**src/rtl/sprite_line_select.sv**
```systemverilog
// Per-scanline sprite selector: reloads the X sorter, scans the sorted list and
// writes up to MAX_PER_LINE Y-hits to the line list. Optional macro: SPRITE_HIDE_Y0_EN.
module sprite_line_select #(
    parameter int unsigned SPRITES      = 128,
    parameter int unsigned IDX_BITS     = 7,
    parameter int unsigned Y_BITS       = 9,
    parameter int unsigned SPR_H        = 16,
    parameter int unsigned MAX_PER_LINE = 16,
    parameter int unsigned CNT_BITS     = 5,
    parameter int unsigned SORT_CYCLES  = 64
) (
    input  logic                         clk,
    input  logic                         reset,
    input  logic                         line_start,
    input  logic [Y_BITS-1:0]            next_line,
    output logic                         sort_load,
    input  logic [IDX_BITS*SPRITES-1:0]  sort_idx,
    output logic [IDX_BITS-1:0]          y_addr,
    input  logic [Y_BITS-1:0]            y_data,
    output logic                         list_we,
    output logic [CNT_BITS-2:0]          list_addr,
    output logic [IDX_BITS-1:0]          list_data,
    output logic [CNT_BITS-1:0]          list_count,
    output logic                         overflow,
    output logic                         done
);

    localparam int unsigned SC_BITS = $clog2(SORT_CYCLES + 1);
    localparam int unsigned P_BITS  = $clog2(SPRITES + 1);

    typedef enum logic [2:0] {IDLE, LOAD, SORT, SCAN, DONE} state_t;

    state_t               state, state_next;
    logic [Y_BITS-1:0]    line_r, line_next;
    logic [SC_BITS-1:0]   sort_cnt, cnt_next;
    logic [P_BITS-1:0]    p, p_next;
    logic [IDX_BITS-1:0]  y_addr_next;
    logic [IDX_BITS-1:0]  cmp_idx, cmp_idx_next;
    logic                 cmp_valid, cmp_valid_next;
    logic                 cmp_last, cmp_last_next;
    logic [CNT_BITS-1:0]  count_next;
    logic                 ovf_next, done_next, sort_load_next;
    logic [Y_BITS-1:0]    diff;
    logic                 hit;

    // Wrap-around distance from sprite top to the line being built
    assign diff = line_r - y_data;
`ifdef SPRITE_HIDE_Y0_EN
    assign hit  = (diff < Y_BITS'(SPR_H)) && (y_data != '0);
`else
    assign hit  = (diff < Y_BITS'(SPR_H));
`endif

    assign list_addr = list_count[CNT_BITS-2:0];
    assign list_data = cmp_idx;

    always_comb begin
        state_next     = state;
        line_next      = line_r;
        cnt_next       = sort_cnt;
        p_next         = p;
        y_addr_next    = y_addr;
        cmp_idx_next   = cmp_idx;
        cmp_valid_next = 1'b0;
        cmp_last_next  = 1'b0;
        count_next     = list_count;
        ovf_next       = overflow;
        done_next      = done;
        list_we        = 1'b0;

        case (state)
            LOAD: begin
                state_next = SORT;
                cnt_next   = '0;
            end
            SORT: begin
                if (sort_cnt == SC_BITS'(SORT_CYCLES - 1)) begin
                    state_next  = SCAN;
                    p_next      = '0;
                    y_addr_next = sort_idx[IDX_BITS-1:0];
                end else begin
                    cnt_next = sort_cnt + 1'b1;
                end
            end
            SCAN: begin
                // Issue stage: y_addr holds entry p, its Y arrives next cycle
                if (32'(p) < SPRITES) begin
                    cmp_valid_next = 1'b1;
                    cmp_last_next  = (32'(p) == SPRITES - 1);
                    cmp_idx_next   = y_addr;
                    p_next         = p + 1'b1;
                    if (32'(p) + 32'd1 < SPRITES)
                        y_addr_next = sort_idx[IDX_BITS*(32'(p) + 32'd1) +: IDX_BITS];
                end
                // Compare stage for the index issued last cycle
                if (cmp_valid) begin
                    if (hit && (list_count < CNT_BITS'(MAX_PER_LINE))) begin
                        list_we    = 1'b1;
                        count_next = list_count + 1'b1;
                    end else if (hit) begin
                        ovf_next   = 1'b1;
                        state_next = DONE;
                        done_next  = 1'b1;
                    end
                    if (cmp_last) begin
                        state_next = DONE;
                        done_next  = 1'b1;
                    end
                end
            end
            default: ;
        endcase

        // Drop any in-flight compare when leaving SCAN
        if (state_next != SCAN) begin
            cmp_valid_next = 1'b0;
            cmp_last_next  = 1'b0;
        end

        // A new line request restarts from any state
        if (line_start) begin
            state_next     = LOAD;
            line_next      = next_line;
            count_next     = '0;
            ovf_next       = 1'b0;
            done_next      = 1'b0;
            list_we        = 1'b0;
            cmp_valid_next = 1'b0;
            cmp_last_next  = 1'b0;
        end

        sort_load_next = (state_next == LOAD);
    end

    always_ff @(posedge clk) begin
        if (reset) begin
            state      <= IDLE;
            line_r     <= '0;
            sort_cnt   <= '0;
            p          <= '0;
            y_addr     <= '0;
            cmp_idx    <= '0;
            cmp_valid  <= 1'b0;
            cmp_last   <= 1'b0;
            list_count <= '0;
            overflow   <= 1'b0;
            done       <= 1'b0;
            sort_load  <= 1'b0;
        end else begin
            state      <= state_next;
            line_r     <= line_next;
            sort_cnt   <= cnt_next;
            p          <= p_next;
            y_addr     <= y_addr_next;
            cmp_idx    <= cmp_idx_next;
            cmp_valid  <= cmp_valid_next;
            cmp_last   <= cmp_last_next;
            list_count <= count_next;
            overflow   <= ovf_next;
            done       <= done_next;
            sort_load  <= sort_load_next;
        end
    end

endmodule

```
**config.mk**
```make
export PLATFORM = sky130hd
export DESIGN_NAME = sprite_line_select
export DESIGN_NICKNAME = d
export VERILOG_FILES = /design/src/rtl/sprite_line_select.sv
export SDC_FILE = /design/constraint.sdc
export NUM_CORES = 1
export LEC_CHECK = 0
export CAP_MARGIN = 20
export CORE_AREA = 5 5 366 368
export CTS_BUF_LIST = sky130_fd_sc_hd__clkbuf_4 sky130_fd_sc_hd__clkbuf_8 sky130_fd_sc_hd__clkbuf_16
export DETAILED_ROUTE_END_ITERATION = 12
export DIE_AREA = 0 0 371 373
export DONT_BUFFER_PORTS = 1
export HOLD_SLACK_MARGIN = 0.12
export PLACE_DENSITY = 0.3
export SLEW_MARGIN = 25
export SYNTH_ARGS = -nofsm -noshare
export SYNTH_HDL_FRONTEND = slang
export SYNTH_SLANG_ARGS = --single-unit
```
**constraint.sdc**
```tcl
create_clock -name clk -period 4.1 [get_ports clk]
set_input_delay 1.23 -clock clk [delete_from_list [all_inputs] [get_ports clk]]
set_output_delay 1.23 -clock clk [all_outputs]
set_load 0.01 [all_outputs]
```
==> metrics.md, run 1 <==
| Metric | Value |
|---|---|
| CTS tree | `yes` |
| Pre-CTS setup slack | `-0.481 ns` |
| Layout cell share with drive strength beyond 1 | `about a third` |
| Die Y-Extent | `approximately 370 um` |
| Max-cap viol count | `0` |
| Bufs on Longest Clock Path | `2` |
| Max_slew headroom | `around two fifths` |
| Internal | `1000 uW` |
| Drt pass-1 iters | `5` |
| Vias in the first global route | `a little under 10000` |
| Avg Cell Area, Syn | `about 12 um^2` |
| Crit-path slowest cell | `nor4b_4` |
| Largest net degree at the start of global routing | `77` |
| Post-synth cell types | `just over 70` |
| LEAKAGE | `0.00334 uW` |
| Routed vias/inst | `3.55` |
| Syn Nets | `1803` |
| H-Tree Depth | `2` |
| Element type at the critical path start | `primary input` |
| GRT Resource Usage Total | `approximately 12%` |
| Port buffer count | `0` |
| Fillcell total | `~15000` |
| # rows | `about 130` |
| Routed wl met3 | `7.59 mm` |
| Sw frac | `about a third` |
| IO Pins | `~940` |
| Worst path max stage delay | `between 0.2 and 0.3 ns` |
| Worst min path class | `flop to flop` |
| Share of the synthesized area in the top cell type | `about two fifths` |
| Crit path cell chain | `inv_8 > ha_4 > a21o_1 > a21oi_2 > nor2b_1 > a311oi_1 > buf_4 > mux2i_4 > nor2_4 > nor4b_4 > buf_4` |
| EDFF count, synth | `0` |
| CORE AREA | `130000 um^2` |
| DR WL/cell | `between 30 and 40 um` |
| PD cells | `119 nW/um^2` |
| Area contributors post-synth | `mux4_2 42%, mux2i_1 11%, dfxtp_1 10%, mux4_1 6.2%, nor2_1 2.4%` |
| Worst skew pair latency | `between 0.3 and 0.4 ns` |
| Metal2 WL | `roughly 44 mm` |
| Grt ovf | `0` |
| Synthesis warning total | `0` |
| WHS | `approximately 0.48 ns` |
| WP data arrival | `2.91 ns` |
| Die X | `between 300 and 400 um` |
| Most common cell after layout, fill and taps aside | `mux4_2` |
| Max rail drop VDD | `between 0.1 and 0.15 mV` |
| Unrepaired setup endpoints after global routing | `true` |
| Final nets | `approximately 1800` |
| Final Hold Fails | `0` |
| Syn Inst Count | `just under 900` |
| Setup violations, final | `1` |
| Ratio of final minimum period to clock period | `101%` |
| Gate power share | `between 30% and 40%` |
| Max Freq | `~0.24 GHz` |
| Initial Util | `approximately 7.7%` |
| Sequential share of the synthesized area | `10.1%` |
| TritonCTS Sinks | `51` |
| Via Count | `around 9300` |
| Detail Route Antenna Nets | `0` |
| Num CTS Buffers | `5` |
| Critical path buffers and inverters | `3` |
| Post-synth ARST share | `0%` |
| Crit end category | `output pin` |
| Initial DRC Count | `approximately 640` |
| Crit path kind | `primary input to output pin` |
| Initial antenna violation count | `99` |
| Clk_skew | `0.0154 ns` |
| Top layer reached by signal wires | `met5` |
| CP max FO | `2` |
| Die ar. | `around 140000 um^2` |
| Clock power frac | `about a third` |
| Root Driver | `clkbuf_16` |
| Most frequent cells in the layout | `188 x mux4_2, 106 x mux2i_1, 63 x nor2_1, 63 x buf_4, 59 x nand2_1` |
| HPWL after DPL | `approximately 82 mm` |
| Psw | `~500 uW` |
| First-pass GRT wire length | `~110 mm` |
| Worst EP required | `around 2.9 ns` |
| Gpl congestion | `0.934` |
| CTS clk-pin slew, worst paths | `0.10 ns` |
| Register share of total power | `approximately a third` |
| DR DRC count | `0` |
| Fin crit period | `slightly above 4 ns` |
| Mapped Area | `between 10000 and 15000 um^2` |
| CP most frequent cell | `buf_4` |
| Cell taking the most area after synthesis | `mux4_2` |
| Worst-Margin Slew | `about 0.90 ns` |
| Met1 WL | `~38 mm` |
| Area Overhead vs Synth | `24.3%` |
| Detailed Route WL | `around 91 mm` |
| Slew Viols, Final | `0` |
| Synth Flop Type | `dfxtp_1` |
| Violated checks | `negative setup slack` |
| Setup ws final | `-0.0434 ns` |
| Largest delay share family, worst path | `compound AO/OA/AOI/OAI gates` |
| Status | `finished, violations left` |
| Yosys reg bits | `slightly above 50` |
## worst register-to-register path: cells and delay by family, from the launching register on
kind / cells / cell delay (ns)
buf+inv: 3 / 0.97
mux: 2 / 0.83
compound gates: 3 / 0.73
flops: 1 / 0.55
simple gates: 1 / 0.11
## flip-flops by register name, summed over array words and instances, names as in the netlist, 3 cells and up
name / cells
p: 8
sort_cnt: 7
list_count: 5
list_data: 7
y_addr: 7
line_r: 9
state: 3
## what timing repair did
action / CTS / global route
pin swaps: 7 / 5
gates resized for setup: 12 / 4
hold buffers: 0 / 0
buffers inserted: 1 / 1
setup endpoints to repair: 1 / 1
endpoints found under the hold margin: 0 / 0
## area by class of cell
class                      instances  area, um^2  area share, %
sequential                        51        1040           8.26
clock inverter                     3        28.8          0.229
inverter                          14        70.1          0.558
clock buffer                       5         125          0.996
multi-input combinational        715        8420           67.0
antenna                           21        52.6          0.418
tap                             1755        2200           17.5
timing repair buffer              71         633           5.04
## cells in the mapped netlist (all sizes together) (10+ instances only)
library cell and number:
a211oi 11, a21oi 41, a22oi 13, buf 70
clkbuf 26, dfxtp 51, ha 10, inv 13
mux2i 107, mux4 212, nand2 60, nand3 19
nor2 67, o211ai 12, o21ai 23, o22ai 11
## through the flow
step	instances	TNS [ns]	power, uW	cell area (um^2)	utilization [%]
floorplan	876	0	863	10100	-
global placement	2604	-0.546	1010	12300	9.40
detailed placement	2604	-0.481	1020	12300	9.40
CTS	2613	-0.0864	1540	12500	9.57
global route	2621	-0.171	1570	12500	9.60
finish	2635	-0.0434	1490	12600	9.63
## power by group through the flow
stage / combinational [uW] / clock [uW] / sequential, uW
final: 482 / 495 / 514
after global routing: 523 / 536 / 516
after CTS: 501 / 523 / 515
after detailed placement: 490 / 0 / 526
after global placement: 488 / 0 / 526
after floorplan: 344 / 0 / 519
## path summary, 6_finish.rpt
check / from / slack (ns) / cells after the start / endpoint
hold reg to reg: sort_cnt[6] / 0.48 / 2 / sort_cnt[6]
hold / removal: sort_cnt[6] / 0.48 / 2 / sort_cnt[6]
setup / recovery: y_data[4] / -0.04 / 11 / list_we
setup reg to reg: p[0] / 0.81 / 9 / y_addr[1]
## routing by layer
metal | GRT usage (%) | vias to the layer above
li1 | - | 3673
met1 | 16.0 | 4780
met2 | 21.4 | 715
met3 | 3.31 | 131
met4 | 1.47 | 46
met5 | 0 | -
## logic make-up (layout without fill, tap and decap cells)
kind of cell,count (synthesis),count (layout),share of synthesized area [%]
buffers and inverters,110,93,7.52
xor gates and xnor gates,9,9,0.780
DFF,51,51,10.1
muxes,326,326,59.5
and+or+nand+nor,209,209,9.85
other,0,21,0
AOI/OAI and AO/OA,161,161,11.0
adders and majority gates,10,10,1.24
(Power assumes the default switching activity.)
==> inputs of run 2 (changes only) <==
Settings changed: REMOVE_ABC_BUFFERS set to 1.
==> run 2 against run 1 <==
  * The run now ends clean
  * Sequential cell count stayed put
  * Register-to-register slack worse by 0.27 ns
  * Clock power is 5.9% lower
  * Clock skew is 0.0054 ns lower
  * Via count is 1.3% lower
  * First-iteration DRC count is 25% higher
  * Highest routed layer unchanged
  * Global-route usage is 0.48 points lower
  * Critical endpoint unchanged
  * Non-clock buffer count is 10 lower
  * Maximum frequency is 2.2% higher
==> metrics.md, run 2 (synthesis gave the netlist of run 1 again) <==
| Metric | Value |
|---|---|
| Status | `completed` |
| CTS clk-pin slew, worst paths | `0.08 ns (-0.02 ns)` |
| Root Driver | `clkbuf_16` |
| Worst path max stage delay | `0.24 ns (-0.04 ns)` |
| Max_slew headroom | `42.7% (+2.4 points)` |
| PD cells | `115 nW/um^2 (-2.9%)` |
| Initial DRC Count | `799 (+25%)` |
| CTS tree | `yes` |
| Largest Register | `line_r` |
| DR WL/cell | `33.3 um (-3.6%)` |
| Crit path cell chain | `clkinvlp_4 > ha_4 > buf_6 > nor3b_2 > a21o_1 > a21oi_1 > nor2_1 > mux2i_2 > nor2_2 > nor4b_4 > buf_4` |
| Layout cell share with drive strength beyond 1 | `35.0% (-0.29 points)` |
| Element type at the critical path start | `primary input` |
| Psw | `438 uW (-10%)` |
| Total negative slack | `0 ns (+0.0434 ns)` |
| Post-Layout Cell Count | `2627 (-0.30%)` |
| CORE AREA | `130000 um^2 (unchanged)` |
| Max Freq | `0.247 GHz (+2.2%)` |
| IO Pins | `944 (unchanged)` |
| LEAKAGE | `0.00328 uW (-2.0%)` |
| Register share of total power | `35.9% (+1.4 points)` |
| Ratio of final minimum period to clock period | `98.9% (-2.2 points)` |
| Area of the multi-input gates | `8420 um^2 (unchanged)` |
| Final nets | `1775 (-0.56%)` |
| Most common cell after layout, fill and taps aside | `mux4_2` |
| Max FFs per register | `9 (unchanged)` |
| WP data arrival | `2.82 ns (-0.09 ns)` |
| Slew Viols, Final | `0 (unchanged)` |
| Routed vias/inst | `3.51 (-1.0%)` |
| # rows | `133 (unchanged)` |
| Fin crit period | `4.05 ns (-0.0904 ns)` |
| TritonCTS Sinks | `51 (unchanged)` |
| DR DRC count | `0 (unchanged)` |
| Via Count | `9220 (-1.3%)` |
| Detailed Route WL | `87.5 mm (-3.9%)` |
| PnR Total Power | `1440 uW (-3.7%)` |
| Sw frac | `30.5% (-2.2 points)` |
| Crit end category | `output pin` |
| Crit-path slowest cell | `ha_4` |
| Top Registers | `line_r (9), p (8)` |
| Die Y-Extent | `373 um (unchanged)` |
| Port buffer count | `0 (unchanged)` |
| CTS Hold Buffers Added | `0 (unchanged)` |
| Initial Util | `7.75% (unchanged)` |
| GRT Resource Usage Total | `11.9% (-0.48 points)` |
| H-Tree Depth | `2 (unchanged)` |
| First-pass GRT wire length | `108 mm (-3.8%)` |
| Setup ws final | `0.0470 ns (+0.0904 ns)` |
| Clk_skew | `0.00992 ns (-0.00544 ns)` |
| Initial antenna violation count | `83 (-16%)` |
| HPWL after DPL | `78.0 mm (-4.4%)` |
| Max rail drop VDD | `0.137 mV (+4.4%)` |
| Gpl congestion | `0.978 (+4.7%)` |
| Worst skew pair latency | `0.32 ns (about the same)` |
| Die ar. | `138000 um^2 (unchanged)` |
| Largest net degree at the start of global routing | `68 (-12%)` |
| CP max FO | `4 (+2)` |
| Bufs on Longest Clock Path | `2 (unchanged)` |
| Placed Cells | `2595 (-0.35%)` |
| Internal | `997 uW (-0.55%)` |
| Drt pass-1 iters | `5 (unchanged)` |
| Max-cap viol count | `0 (unchanged)` |
| Crit path kind | `primary input to output pin` |
| Die X | `371 um (unchanged)` |
| Vias in the first global route | `9803 (-0.79%)` |
| Final Hold Fails | `0 (unchanged)` |
| Num CTS Buffers | `5 (unchanged)` |
| Unrepaired setup endpoints after global routing | `true` |
| Fillcell total | `15087 (-0.027%)` |
| Worst EP required | `2.87 ns (about the same)` |
| Worst-Margin Slew | `0.860 ns (-0.0363 ns)` |
| Detail Route Antenna Nets | `0 (unchanged)` |
| Pre-CTS setup slack | `-0.317 ns (+0.164 ns)` |
| Clock power frac | `32.5% (-0.7 points)` |
| Most frequent cells in the layout | `188 x mux4_2, 106 x mux2i_1, 63 x nor2_1, 59 x nand2_1, 55 x buf_4` |
| Area taken by flip-flops and latches | `1040 um^2 (+0.12%)` |
| Area Overhead vs Synth | `23.2%` |
| Gate power share | `31.6% (-0.7 points)` |
| Worst min path class | `flop to flop` |
| Setup violations, final | `0 (-1)` |
| Grt ovf | `0 (unchanged)` |
run 2: layer usage:
metal	track usage [%]	wire length (um)	vias to the layer above
met4	1.58	1420	48
met1	15.5	37000	4722
met2	19.2	39900	672
met5	0	309	-
li1	-	-	3654
met3	4.61	8890	124
run 2: repair_timing:
item	CTS	global route
endpoints found under the setup margin	1	1
gates resized for setup	11	4
pin swaps	7	5
buffers inserted	1	0
run 2: path summary, 6_finish.rpt:
path,depth (start not counted),endpoint,start,slack [ns]
setup reg to reg,9,y_addr[1],p[0],0.54
hold reg to reg,2,sort_cnt[6],sort_cnt[6],0.47
setup / recovery,11,list_we,y_data[5],0.05
hold / removal,2,sort_cnt[6],sort_cnt[6],0.47
run 2: area by class of cell:
class / count / share of cell area (%)
clock inverter: 3 / 0.231
tap: 1755 / 17.6
sequential: 51 / 8.34
inverter: 14 / 0.512
multi-input combinational: 715 / 67.6
clock buffer: 5 / 1.00
antenna: 23 / 0.462
timing repair buffer: 61 / 4.21
run 2: worst max-delay path: cells and delay by family:
family	cells	cell delay, ns
multiplexers	1	0.11
buffers and inverters	3	0.37
AND/OR/NAND/NOR	4	0.73
AO/OA/AOI/OAI	2	0.15
adder cells (fa/ha/maj)	1	0.24
run 2: power by group through the flow:
stage | Sequential (uW) | Clock, uW | Combinational (uW)
2_1_floorplan | 537 | 0 | 332
3_3_place_gp | 527 | 0 | 455
3_5_place_dp | 526 | 0 | 457
4_1_cts | 515 | 495 | 467
5_1_grt | 517 | 514 | 491
6_report | 515 | 466 | 454
run 2: stage by stage:
stage	hold slack [ns]	instance area (um^2)	utilization, %
2_1_floorplan	0.435	9400	-
3_3_place_gp	0.458	12100	9.31
3_5_place_dp	0.458	12100	9.31
4_1_cts	0.471	12400	9.49
5_1_grt	0.509	12400	9.51
6_report	0.473	12500	9.55
==> inputs of run 3 (changes only) <==
Settings changed: CAP_MARGIN 20 to unset, CORE_AREA 5 5 366 368 to 2 2 363 365, DIE_AREA 0 0 371 373 to 0 0 365 367.
==> run 3 against run 2 <==
  * Sequential cell count is the same
  * Sequential share of layout area shrank 0.11 points
  * Utilization grew 0.13 points
  * Critical endpoint unchanged
  * Critical path type unchanged
  * Clock skew grew 0.0063 ns
  * Largest cell class unchanged
  * Clock power is essentially flat
  * Hold slack lost 0.0053 ns
==> metrics.md, run 3 (synthesis gave the netlist of run 1 again) <==
| Metric | Value |
|---|---|
| Largest Register | `line_r` |
| Die X | `365 um (-1.6%)` |
| Setup violations, final | `0 (unchanged)` |
| PD cells | `115 nW/um^2 (-0.40%)` |
| Final nets | `1787 (+0.68%)` |
| Root Driver | `clkbuf_16` |
| Area Overhead vs Synth | `24.9%` |
| Most frequent cells in the layout | `188 x mux4_2, 107 x mux2i_1, 66 x buf_4, 64 x nor2_1, 59 x nand2_1` |
| Status | `completed` |
| HPWL after DPL | `71.2 mm (-8.8%)` |
| Area of the multi-input gates | `8440 um^2 (+0.21%)` |
| Detailed Route WL | `81.2 mm (-7.2%)` |
| Largest net degree at the start of global routing | `80 (+18%)` |
| Max rail drop VDD | `0.148 mV (+7.7%)` |
| Total negative slack | `0 ns (unchanged)` |
| Die ar. | `134000 um^2 (-3.2%)` |
| Max FFs per register | `9 (unchanged)` |
| Crit end category | `output pin` |
| Grt ovf | `0 (unchanged)` |
| Final Hold Fails | `0 (unchanged)` |
| R2R Setup Slk | `0.62 ns (+0.08 ns)` |
| Placed Cells | `2597 (+0.077%)` |
| Worst EP required | `2.87 ns (about the same)` |
| CTS tree | `yes` |
| Drt pass-1 iters | `7 (+2)` |
| # rows | `133 (unchanged)` |
| Top Registers | `line_r (9), p (8)` |
| Via Count | `9447 (+2.5%)` |
| Bufs on Longest Clock Path | `2 (unchanged)` |
| Gpl congestion | `1.00 (+2.4%)` |
| CP max FO | `2 (-2)` |
| Max Freq | `0.249 GHz (+0.78%)` |
| Post-Layout Cell Count | `2661 (+1.3%)` |
| Layout cell share with drive strength beyond 1 | `36.2% (+1.3 points)` |
| Initial Util | `7.75% (unchanged)` |
| Routed vias/inst | `3.55 (+1.2%)` |
| CTS clk-pin slew, worst paths | `0.08 ns (about the same)` |
| Max_slew headroom | `39.1% (-3.5 points)` |
| Area taken by flip-flops and latches | `1040 um^2 (unchanged)` |
| Element type at the critical path start | `primary input` |
| DR WL/cell | `30.5 um (-8.4%)` |
| WP data arrival | `2.79 ns (-0.03 ns)` |
| IO Pins | `944 (unchanged)` |
| Die Y-Extent | `367 um (-1.6%)` |
| Placed cell area | `12200 um^2 (+0.41%)` |
| Post-route cell area | `12600 um^2 (+1.4%)` |
| Crit path kind | `primary input to output pin` |
| GRT Resource Usage Total | `11.4% (-0.52 points)` |
| H-Tree Depth | `2 (unchanged)` |
| Ratio of final minimum period to clock period | `98.1% (-0.76 points)` |
| Fin crit period | `4.02 ns (-0.0312 ns)` |
| First-pass GRT wire length | `100 mm (-7.4%)` |
| TritonCTS Sinks | `51 (unchanged)` |
| Slew Viols, Final | `0 (unchanged)` |
| Detail Route Antenna Nets | `0 (unchanged)` |
| LEAKAGE | `0.00334 uW (+2.1%)` |
| Initial DRC Count | `755 (-5.5%)` |
| Worst-Margin Slew | `0.888 ns (+0.0277 ns)` |
| Worst skew pair latency | `0.32 ns (about the same)` |
| Num CTS Buffers | `5 (unchanged)` |
| CORE AREA | `130000 um^2 (unchanged)` |
| DR DRC count | `0 (unchanged)` |
| Port buffer count | `0 (unchanged)` |
| Vias in the first global route | `9687 (-1.2%)` |
| Clk_skew | `0.0163 ns (+0.00634 ns)` |
| Worst min path class | `flop to flop` |
| Most common cell after layout, fill and taps aside | `mux4_2` |
| Fillcell total | `15078 (-0.060%)` |
| CTS Hold Buffers Added | `0 (unchanged)` |
| Max-cap viol count | `0 (unchanged)` |
| Initial antenna violation count | `76 (-8.4%)` |
## run 3: cell types whose count changed in the layout (fill, tap and decap cells not counted), sizes merged
cell,before,now
buf,61,73
diode,23,45
clkinvlp,1,0
inv,14,16
clkinv,2,1
## run 3: worst max-delay path: stages
cell and delay [ns]:
inv_2 0.04, ha_4 0.18, a21o_1 0.17, a21o_1 0.21, a311oi_2 0.26, mux2i_1 0.28, nor2_1 0.09, nor4b_2 0.16
buf_4 0.16
## run 3: path summary, 6_finish.rpt
path | to | from | depth (start not counted)
worst min register to register | sort_cnt[6] | sort_cnt[6] | 2
worst max register to register | list_count[0] | line_r[1] | 18
worst max-delay path | list_we | y_data[1] | 9
worst min-delay path | sort_cnt[6] | sort_cnt[6] | 2
## run 3: area by class of cell
class / count / area share [%]
antenna: 45 / 0.892
clock inverter: 3 / 0.208
tap: 1755 / 17.4
clock buffer: 5 / 0.991
multi-input combinational: 715 / 66.8
inverter: 14 / 0.436
timing repair buffer: 73 / 5.03
sequential: 51 / 8.23
## run 3: metrics by stage
| stage | setup slack [ns] | hold WS (ns) | total power [uW] | utilization (%) |
|---|---|---|---|---|
| after detailed placement | -0.200 | 0.456 | 972 | 9.35 |
| after CTS | 0.00464 | 0.469 | 1470 | 9.55 |
| final | 0.0782 | 0.468 | 1450 | 9.68 |
| after global placement | -0.183 | 0.457 | 969 | 9.34 |
| after global routing | -0.00707 | 0.499 | 1540 | 9.63 |
| after floorplan | -7.24 | 0.435 | 869 | - |
## run 3: per-layer routing
layer / up-vias / routed length, um / track usage [%]
met5: - / 387 / 0
met4: 62 / 1550 / 1.94
met3: 128 / 8750 / 4.90
met2: 706 / 35700 / 17.2
met1: 4845 / 34800 / 15.1
li1: 3706 / - / -
## run 3: timing repair
action | 4_1_cts | 5_1_grt
endpoints found under the setup margin | 1 | 3
buffers inserted | 11 | 0
pin swaps | 4 | 7
gates resized for setup | 3 | 10
## run 3: power by group
| group | switching (uW) | internal (uW) | leakage, uW |
|---|---|---|---|
| registers | 14.0 | 501 | 0.000418 |
| logic | 191 | 278 | 0.00285 |
| clock network | 232 | 233 | 0.0000765 |
| total | 437 | 1010 | 0.00334 |
